==> config.mk <==
export PLATFORM = sky130hd
export DESIGN_NAME = wb_rr_arbiter
export DESIGN_NICKNAME = d
export VERILOG_FILES = /design/src/rtl/wb_rr_arbiter.sv
export SDC_FILE = /design/constraint.sdc
export NUM_CORES = 1
export LEC_CHECK = 0
export ABC_AREA = 1
export BUFFER_PORTS_ARGS = -buffer_cell sky130_fd_sc_hd__buf_4
export CELL_PAD_IN_SITES_DETAIL_PLACEMENT = 1
export CELL_PAD_IN_SITES_GLOBAL_PLACEMENT = 2
export CORE_MARGIN = 2
export CORE_UTILIZATION = 28
export CTS_CLUSTER_SIZE = 24
export DETAILED_ROUTE_END_ITERATION = 16
export PLACE_DENSITY_LB_ADDON = 0.1
export SLEW_MARGIN = 20
export SYNTH_ARGS = -nofsm -noshare
export SYNTH_HDL_FRONTEND = slang
export SYNTH_SLANG_ARGS = --single-unit
==> constraint.sdc <==
create_clock -name CLK_I -period 1.9 [get_ports CLK_I]
set_clock_uncertainty 0.1 [all_clocks]
set_input_delay 0.475 -clock CLK_I [delete_from_list [all_inputs] [get_ports CLK_I]]
set_output_delay 0.475 -clock CLK_I [all_outputs]
set_load 0.05 [all_outputs]
==> src/rtl/wb_rr_arbiter.sv <==
// Round-robin Wishbone arbiter: one owner per bus cycle, rotating priority, no preemption.
// Optional watchdog with abort mask and TIMEOUT_O is built only when WB_ARB_TIMEOUT_EN is defined.
module wb_rr_arbiter #(
  parameter int unsigned NUM_OF_MASTER   = 4,
  parameter int unsigned NUM_OF_SEL_BITS = 2,
  parameter int unsigned TIMEOUT_CYCLES  = 64
) (
  input  logic                       CLK_I,
  input  logic                       RST_N_I,
  input  logic [NUM_OF_MASTER-1:0]   CYC_I,
  input  logic                       ACK_I,
  output logic [NUM_OF_SEL_BITS-1:0] GNT,
  output logic [NUM_OF_MASTER-1:0]   GNT_mux,
  output logic                       CYC,
  output logic                       TIMEOUT_O
);

  typedef enum logic [1:0] {IDLE, GRANT, RELEASE} state_t;

  localparam logic [NUM_OF_SEL_BITS-1:0] LAST_RST = NUM_OF_SEL_BITS'(NUM_OF_MASTER - 1);

  state_t                     state, state_nxt;
  logic [NUM_OF_SEL_BITS-1:0] last, last_nxt, gnt_nxt;
  logic [NUM_OF_MASTER-1:0]   mux_nxt, req;
  logic [NUM_OF_SEL_BITS-1:0] winner, cand;
  logic                       win_found;
  logic                       owner_cyc;
  logic                       expire;

  assign owner_cyc = CYC_I[GNT];
  assign CYC       = (state == GRANT) && owner_cyc;

`ifdef WB_ARB_TIMEOUT_EN
  localparam int unsigned WD_W = (TIMEOUT_CYCLES > 2) ? $clog2(TIMEOUT_CYCLES) : 1;

  logic [WD_W-1:0]          wdog;
  logic [NUM_OF_MASTER-1:0] abort_mask, abort_nxt;

  assign req    = CYC_I & ~abort_mask;
  assign expire = (state == GRANT) && owner_cyc && !ACK_I &&
                  (wdog == WD_W'(TIMEOUT_CYCLES - 1));

  // A masked master is released once it abandons its cycle.
  always_comb begin
    abort_nxt = abort_mask & CYC_I;
    if (expire) abort_nxt[GNT] = 1'b1;
  end

  always_ff @(posedge CLK_I) begin
    if (!RST_N_I) begin
      wdog       <= '0;
      abort_mask <= '0;
      TIMEOUT_O  <= 1'b0;
    end else begin
      wdog       <= (state == GRANT && owner_cyc && !ACK_I) ? wdog + 1'b1 : '0;
      abort_mask <= abort_nxt;
      TIMEOUT_O  <= expire;
    end
  end
`else
  localparam int unsigned unused_timeout_cycles = TIMEOUT_CYCLES;
  logic unused_ack;

  assign unused_ack = ACK_I;
  assign req        = CYC_I;
  assign expire     = 1'b0;
  assign TIMEOUT_O  = 1'b0;
`endif

  // First requester at or after last+1, wrapping modulo NUM_OF_MASTER.
  always_comb begin
    win_found = 1'b0;
    winner    = '0;
    cand      = '0;
    for (int unsigned i = 0; i < NUM_OF_MASTER; i++) begin
      cand = NUM_OF_SEL_BITS'((32'(last) + 32'd1 + i) % NUM_OF_MASTER);
      if (!win_found && req[cand]) begin
        win_found = 1'b1;
        winner    = cand;
      end
    end
  end

  always_comb begin
    state_nxt = state;
    gnt_nxt   = GNT;
    mux_nxt   = GNT_mux;
    last_nxt  = last;
    case (state)
      IDLE: begin
        if (win_found) begin
          gnt_nxt   = winner;
          mux_nxt   = NUM_OF_MASTER'(1) << winner;
          last_nxt  = winner;
          state_nxt = GRANT;
        end
      end
      GRANT: begin
        if (!owner_cyc || expire) begin
          mux_nxt   = '0;
          state_nxt = RELEASE;
        end
      end
      RELEASE: begin
        mux_nxt   = '0;
        state_nxt = IDLE;
      end
      default: begin
        mux_nxt   = '0;
        state_nxt = IDLE;
      end
    endcase
  end

  always_ff @(posedge CLK_I) begin
    if (!RST_N_I) begin
      state   <= IDLE;
      GNT     <= '0;
      GNT_mux <= '0;
      last    <= LAST_RST;
    end else begin
      state   <= state_nxt;
      GNT     <= gnt_nxt;
      GNT_mux <= mux_nxt;
      last    <= last_nxt;
    end
  end

endmodule

# Word level (Yosys, flattened, before mapping)
# Index checks and enable logic that the tools add are counted.
# totals
out_inout_bits	8
reg_bits	10
input_bits	7
elab_cells	51
# classes
n_mux	24
shift	1
addsub	4
n_eq_ne	3
n_reduce_logical	10
magnitude_cmp	5
# op_table
op	count
2-bit by 3-bit < comparator with 1-bit output (second input constant)	5
2-bit two-way mux	6
1-bit binary-select mux with 2-bit select	5
1-bit two-way mux	9
4-bit two-way mux	2
4-bit one-hot mux with 2 select lines	1
2-bit by 1-bit adder with 2-bit output (second input constant)	2
2-bit adder (second input constant)	2
1-bit logical AND	4
2-bit != test (second input constant)	2
2-bit one-hot mux with 2 select lines	1
2-bit AND reduction	2
1-bit by 2-bit << shifter with 4-bit output (first input constant)	1
1-bit zero test	3
2-bit by 1-bit == test with 1-bit output (second input constant)	1
2-bit zero test	1

# Longest topological paths before layout
# Gate-level depths: netlist (run 1).
# depth
ltp_word	16
ltp_mapped	13
mapped_depth_nobuf	12

# Worst setup path before layout (run 1)
# No wires, ideal clock.
# synth_timing
path_type	register to output
startpoint	register GNT[0]
endpoint	output port CYC
required_ns	1.325
path_buffers	0
arrival_ns	1.347
path_stages_with_launch	5
setup_slack_ns	-0.022
cell_sequence	dfxtp_1 > o211ai_1 > nand2_1 > nand2_1 > inv_1
# synth_between
elab_chain_cells	3
# synth_rtl
item	line	text
start, declared	12	output logic [NUM_OF_SEL_BITS-1:0] GNT,
start signal, assigned	123	GNT <= gnt_nxt;
1-bit binary-select mux with 2-bit select	30	assign owner_cyc = CYC_I[GNT];
1-bit two-way mux (implied by the code)	30	
1-bit logical AND	31	assign CYC = (state == GRANT) && owner_cyc;
end, declared	14	output logic CYC,
# No other way between the ends. The select of a mux whose other input is x is not followed.

# Worst setup path in the final report (run 1)
# layout_timing
startpoint	input port CYC_I[1]
endpoint	output port CYC
# layout_between
elab_chain_cells	3
# layout_rtl
item	line	text
start, declared	10	input logic [NUM_OF_MASTER-1:0] CYC_I,
1-bit binary-select mux with 2-bit select	30	
1-bit two-way mux (implied by the code)	30	
1-bit logical AND	31	
# No other way between the ends. The select of a mux whose other input is x is not followed.

==> impl_metrics.toml, run 1 <==
[floorplan]
dieWidth_um = 57.4
dieArea_um2 = 3300
rows = 19
start_util = 0.292
core_area_um2 = 2730
die_h_um = 57.4
num_io_pins = 15

[routing]
drt_iter0_drc = 16
routed_wl_mm = 1.97
maxUsedRoutingLayer = "met4"
firstDrtPassIters = 4
drt-met1-wl_mm = 1.02
drc = 0
detail-route-antenna-nets = 0
met3WireLength_um = 100
met2_length_um = 844
drt-wirelength-per-cell_um = 11.4
viasPerCell = 4.65
via_count = 804

[clocking]
cts_tree = "done"
cts_htree_levels = 1
cts_buffer_depth = 2
cts_sinks = 10
clk-insertion-delay-late_ps = 260
clkTransAtPathRegs_ps = 60
cts_made_buffers = 3
cts-root-buf = "clkbuf_4"
post-cts-setup-buffer-count = 0

[timing]
min_period_over_period = 0.955
finalHoldViolCount = 0
final-max-slew-violation-count = 0
setup_violations = 0
maxClockFrequency_ghz = 0.551
rsz0062_at_grt = "no"
post-route-min-period_ps = 1810
holdWs_ps = 332
setup_tns_ps = 0

[synth]
yosysTopAreaCellShare = 0.250
postSynthCellCount = 126
synth-seq-cells = 10
netlist_area_um2 = 800
synth_largest_area_cell = "dfxtp_1"
ys_types = 19
syn-num-nets = 133
ys_seq_area_frac = 0.250
synth_area_leaders = "dfxtp_1 (25%), nand2_1 (22%), nand2_2 (9.4%)"
syn_avg_cell_area_um2 = 6.35
yosysWarnings = 0

[critical_path]
worst-path-max-fanout = 3
arrival_ps = 1240
critPathKind = "in -> out"
critPathLaunchType = "input port"
required_ps = 1320
crit_path_end_kind = "primary output"

[layout]
seq_area_um2 = 201
multi_input_area_um2 = 527
fin_nets = 150
drive_above_1_share = 0.310
n_antenna_cell = 0
syn_to_final_growth_pct = 20.7
fill_cells = 367

[grt]
overflow = 0
grt.total_usage = 0.136
grt_pass1_vias = 758
grt_pass1_wl_mm = 3.54
antenna_found_initial = 0
grt_max_degree = 11

[pwr]
leakagePower_uw = 0.000511
p_per_area_nw_per_um2 = 2050
max-vdd-ir-drop_v = 0.000981

[placement]
hpwlAfterDp_mm = 1.69
io_buffers = 12
gp_congestion = 0.782

[run]
drv_cap = 0

[min_path]
hp-class = "in -> reg"

[outcome]
status = "complete, no violations"
## registers in the layout (all words and copies together) (netlist names)
signal   cells
GNT_mux      4
last         2
GNT          2
state        2
## cells in the mapped netlist, drive strengths merged
library cell / n
nand2: 63
nand4: 3
nand3b: 1
buf: 3
dfxtp: 10
conb: 1
inv: 12
nor4: 1
o21ai: 4
nand3: 10
o211ai: 3
nor2: 7
a21oi: 8
## per-stage QoR
| stage | instance area (um2) | cells | util | power (uW) | setup WS [ps] |
|---|---|---|---|---|---|
| after floorplan | 801 | 126 | - | 1490 | 14.3 |
| after global placement | 922 | 169 | 0.337 | 1780 | 68.0 |
| after detailed placement | 922 | 169 | 0.337 | 1800 | 46.3 |
| after CTS | 958 | 173 | 0.351 | 2000 | 46.4 |
| after global routing | 965 | 173 | 0.353 | 2190 | 8.75 |
| final | 965 | 173 | 0.353 | 1980 | 85.4 |
## cell type report
cell class / count / area share
multi-input combinational: 101 / 0.546
sequential: 10 / 0.209
timing repair buffer: 15 / 0.121
inverter: 12 / 0.0467
tap: 31 / 0.0402
clock buffer: 4 / 0.0376
## power breakdown
group / switching, uW / leakage, uW / internal (uW)
combinational: 970 / 0.000407 / 460
sequential: 62.3 / 0.0000827 / 295
clock: 71.8 / 0.0000210 / 116
## cells in the final DEF, fill, tap and decap left out, types with 3 or more instances in the layout
| cell | count |
|---|---|
| nand4_1 | 3 |
| nand2_2 | 13 |
| dfxtp_1 | 9 |
| nand2_1 | 46 |
| a21oi_1 | 8 |
| inv_1 | 8 |
| o211ai_1 | 3 |
| nand2_4 | 4 |
| nor2_1 | 6 |
| o21ai_0 | 3 |
| clkbuf_4 | 3 |
| inv_2 | 4 |
| buf_4 | 14 |
| nand3_1 | 10 |
## logic make-up (layout without fill, tap and decap cells)
| kind of cell | Yosys count | count (layout) | synth area share |
|---|---|---|---|
| AND/OR/NAND/NOR | 85 | 85 | 0.543 |
| AO/OA/AOI/OAI | 15 | 15 | 0.108 |
| other | 1 | 1 | 0.00469 |
| flip-flops | 10 | 10 | 0.250 |
| buffers and inverters | 15 | 31 | 0.0939 |
## timing repair
item,in CTS,in global routing
endpoints found under the setup margin,0,1
resized for setup,0,2
hold buffers,0,0
## worst max-delay path, stage by stage
cell     delay (ps)
buf_4            90
inv_1            60
a21oi_1         120
o21ai_0          90
nand2_1         110
nand2_2          70
inv_1            60
buf_6           150
## path summary, 6_finish.rpt
kind	start	endpoint	slack [ps]	cells after the start
worst max-delay path	CYC_I[1]	CYC	90	8
worst min-delay path	RST_N_I	last[1]	330	2
worst max register to register	last[1]	GNT[0]	200	10
worst min register to register	state[0]	state[1]	360	2
## routing by layer
layer,global-route usage,vias to the layer above
li1,-,434
met1,0.197,348
met2,0.198,20
met3,0.0408,2
met4,0.0299,0
met5,0,-
Note: power is estimated with default switching activity, not from simulation.
==> run 2, diff against run 1 <==
Settings changed: ABC_AREA 1 to unset, CORE_UTILIZATION 28 to 27.
==> impl_metrics.toml, run 2 <==
[outcome]
status = "complete, but fails checks"
violations = "setup timing"

[pwr]
p_per_area_nw_per_um2 = 973
pwr-share-clk = 0.274
max-vdd-ir-drop_v = 0.000455
internal_power_uw = 464
pwr-share-comb = 0.362
switchingPower_uw = 250
leakagePower_uw = 0.000313
power_frac_seq = 0.364
switching_share = 0.350

[synth]
async_reset_ff_frac = 0
synth-seq-cells = 10
ys_types = 25
synth-edff-count = 0
synth_area_leaders = "dfxtp_1 (40%), a32o_1 (6.0%), mux4_1 (5.2%)"
syn_avg_cell_area_um2 = 9.29
ys_seq_area_frac = 0.399
yosysWarnings = 0
syn-num-nets = 61
netlist_area_um2 = 502
postSynthCellCount = 54
synth_most_common_cell = "dfxtp_1"
synth_common_cells = "dfxtp_1 (10), nor2_1 (6), nand2_1 (5)"
yosysTopAreaCellShare = 0.399
synth-main-ff-cell = "dfxtp_1"
synth_largest_area_cell = "dfxtp_1"

[min_path]
hp-class = "in -> reg"
worstHoldStart = "RST_N_I"

[floorplan]
dieArea_um2 = 2220
die_h_um = 47.1
core_area_um2 = 1750
rows = 15
start_util = 0.287
num_io_pins = 15
dieWidth_um = 47.1

[clocking]
cts_buffer_depth = 2
cts_hold_buf = 0
cts-root-buf = "clkbuf_4"
cts_tree = "done"
cts_sinks = 10
clkTransAtPathRegs_ps = 70
cts_made_buffers = 3
clk-insertion-delay-late_ps = 270
cts_htree_levels = 1

[routing]
drc = 0
drt-wirelength-per-cell_um = 12.3
drt_iter0_drc = 9
viasPerCell = 4.73
detail-route-antenna-nets = 0
via_count = 487
routed_wl_mm = 1.27
firstDrtPassIters = 3

[layout]
layout_commonest_cell = "buf_4"
fill_cells = 218
syn_to_final_growth_pct = 46.1
regMostFlops = "GNT_mux"
drive_above_1_share = 0.423
design_area_um2 = 733
most-common-layout-cells = "buf_4 (20), dfxtp_1 (9), nor2_1 (5)"
stdcell_count = 103
n_antenna_cell = 0
fin_util = 0.420
largest_reg_flops = 4
fin_nets = 86

[grt]
grt_max_degree = 7
grt.total_usage = 0.140
grt_pass1_wl_mm = 2.11
antenna_found_initial = 0
overflow = 0
grt_pass1_vias = 463

[placement]
io_buffers = 12
gp_congestion = 0.726
dp.cells = 96
placed_cell_area_um2 = 672

[timing]
setup_tns_ps = -114
min_period_over_period = 1.06
rsz0062_at_grt = "yes"
finalHoldViolCount = 0
setup_violations = 1
final-max-slew-violation-count = 0
post-route-min-period_ps = 2010
maxClockFrequency_ghz = 0.496
fin_ws_ps = -114

[critical_path]
worst-path-max-fanout = 2
r2r-start = "GNT[0]"
critPathKind = "reg -> out"
crit_path_end_kind = "primary output"
r2r_slack_ps = 180
arrival_ps = 1440
required_ps = 1320
critPathLaunchType = "register"
startpoint = "GNT[0]"

[run]
drv_cap = 0
## run 2: cell types whose count changed in the layout (fill, tap and decap cells not counted), moves of 4 or more
cell	before	now
nand2_2	13	1
nand2_1	46	4
nand3_1	10	1
a21oi_1	8	4
inv_1	8	2
buf_4	14	20
nand2_4	4	0
inv_2	4	0
## run 2: metal layers
metal	global-route usage	up-vias	wire length, um
li1	-	244	-
met1	0.200	234	621
met2	0.205	9	599
met3	0.0462	0	51
met4	0.0333	0	0
met5	0	-	0
## run 2: repair_timing
action	4_1_cts	5_1_grt
setup buffers	2	1
pin swaps	1	0
gates resized for setup	3	0
setup endpoints to repair	1	1
endpoints found under the hold margin	0	0
## run 2: cell type report
cell class / instances / area [um2] / area share
sequential: 10 / 204 / 0.278
tap: 25 / 31.3 / 0.0427
multi-input combinational: 41 / 293 / 0.399
inverter: 2 / 7.51 / 0.0102
clock buffer: 4 / 36.3 / 0.0495
timing repair buffer: 21 / 161 / 0.220
## run 2: power by group through the flow
| stage | logic (uW) | registers, uW | clock network [uW] |
|---|---|---|---|
| 3_5_place_dp | 239 | 265 | 0 |
| 4_1_cts | 256 | 260 | 199 |
| 6_report | 259 | 259 | 195 |
| 3_3_place_gp | 239 | 264 | 0 |
| 2_1_floorplan | 114 | 309 | 0 |
| 5_1_grt | 278 | 265 | 215 |
## run 2: critical path: stages (launching register included)
cell and delay, ps:
dfxtp_4 350, mux4_2 520, nand2_2 110, nor2_4 30, buf_6 150
## run 2: kinds of logic after synthesis
family                 count (synthesis)  share of synthesized area
AOI/OAI and AO/OA                     13                      0.190
buffers and inverters                  3                     0.0299
DFF                                   10                      0.399
muxes                                  1                     0.0524
other                                  1                    0.00747
and+or+nand+nor                       26                      0.322
## run 2: final timing paths
path                     end  cells after the start
setup / recovery         CYC                      4
hold / removal       last[0]                      2
setup reg to reg  GNT_mux[2]                      6
hold reg to reg   GNT_mux[0]                      1
## run 2: stage by stage
step	power, uW	hold WS, ps	worst slack [ps]
6_report	714	322	-114
5_1_grt	758	340	-171
2_1_floorplan	423	377	41.2
4_1_cts	714	323	-121
3_3_place_gp	503	356	-170
3_5_place_dp	504	362	-170
==> run 3, diff against run 2 <==
==> constraint.sdc (replaced) <==
create_clock -name CLK_I -period 1.9 [get_ports CLK_I]
set_clock_uncertainty 0.1 [all_clocks]
set_input_delay 0.285 -clock CLK_I [delete_from_list [all_inputs] [get_ports CLK_I]]
set_output_delay 0.285 -clock CLK_I [all_outputs]
set_load 0.05 [all_outputs]
==> impl_metrics.toml, run 3 (synthesis gave the netlist of run 2 again) <==
[outcome]
status = "complete, no violations"

[placement]
hpwlAfterDp_um = 947
gp_congestion = 0.688
io_buffers = 12
placed_cell_area_um2 = 619

[layout]
design_area_um2 = 676
fill_cells = 211
n_antenna_cell = 0
fin_util = 0.387
fin_nets = 79
syn_to_final_growth_pct = 34.7
regMostFlops = "GNT_mux"
most-common-layout-cells = "buf_4 (13), dfxtp_1 (9), nor2_1 (5)"
largest_reg_flops = 4
layout_commonest_cell = "buf_4"
drive_above_1_share = 0.366

[floorplan]
num_io_pins = 15
dieArea_um2 = 2220
start_util = 0.287
dieWidth_um = 47.1
die_h_um = 47.1
rows = 15
core_area_um2 = 1750

[clocking]
cts_sinks = 10
clk-insertion-delay-late_ps = 270
cts-root-buf = "clkbuf_4"
cts_buffer_depth = 2
cts_hold_buf = 0
clkTransAtPathRegs_ps = 70
cts_tree = "done"
cts_htree_levels = 1
cts_made_buffers = 3

[critical_path]
required_ps = 1510
worst-path-max-fanout = 3
reg2reg_depth = 4
r2r_slack_ps = 340
arrival_ps = 1450
critPathLaunchType = "register"
r2r-end = "GNT_mux[2]"
crit_path_end_kind = "primary output"
startpoint = "GNT[0]"
r2r-start = "GNT[0]"
critPathKind = "reg -> out"

[grt]
grt.total_usage = 0.139
grt_pass1_wl_mm = 2.08
antenna_found_initial = 0
grt_max_degree = 7
overflow = 0
grt_pass1_vias = 443

[pwr]
p_per_area_nw_per_um2 = 1020
leakagePower_uw = 0.000279
max-vdd-ir-drop_v = 0.000434

[timing]
finalHoldViolCount = 0
maxClockFrequency_ghz = 0.545
setup_violations = 0
rsz0062_at_grt = "no"
min_period_over_period = 0.966
post-route-min-period_ps = 1830
setup_tns_ps = 0
final-max-slew-violation-count = 0

[routing]
drt-wirelength-per-cell_um = 12.7
via_count = 453
drt_iter0_drc = 3
drc = 0
detail-route-antenna-nets = 0
firstDrtPassIters = 4
routed_wl_mm = 1.22
viasPerCell = 4.72

[min_path]
hp-class = "in -> reg"
worstHoldStart = "RST_N_I"
hold_path_end = "last[0]"
hold_depth = 2

[run]
drv_cap = 0
## run 3: repair_timing
item | CTS | global route
gates resized for setup | 1 | 3
pin swaps | 0 | 0
hold endpoints to repair | 0 | 0
endpoints found under the setup margin | 1 | 1
buffers inserted | 1 | 1
## run 3: power breakdown
part           switching, uW  internal, uW
Combinational            142          94.4
Clock                   77.1           116
Sequential              22.5           237
Total                    242           448
## run 3: through the flow
stage	total power [uW]	worst slack (ps)	instances	hold WS, ps
6_report	690	65.0	96	143
2_1_floorplan	420	103	54	265
4_1_cts	689	4.00	95	128
3_3_place_gp	486	174	90	357
5_1_grt	740	9.39	96	137
3_5_place_dp	485	181	90	362
## run 3: worst max path at each step
stage	end	slack (ps)
floorplan	CYC	100
global placement	CYC	170
detailed placement	CYC	180
CTS	CYC	4
global route	CYC	9
finish	CYC	70
## run 3: layout make-up
cell class	instances	area, um2	area share
Sequential cell	10	204	0.302
Tap cell	25	31.3	0.0463
Inverter	2	7.51	0.0111
Clock buffer	4	36.3	0.0537
Multi-Input combinational cell	41	288	0.426
Timing Repair Buffer	14	109	0.161
## run 3: critical path: stages (launching register included)
cell	delay [ps]
dfxtp_4	360
mux4_2	530
nand2_2	110
nor2_2	40
buf_6	150
## run 3: layer usage
layer | vias up | track usage | wire [um]
met5 | - | 0 | 0
met4 | 0 | 0.0667 | 0
met3 | 0 | 0.0462 | 45
met2 | 7 | 0.203 | 590
met1 | 215 | 0.186 | 581
li1 | 231 | - | -
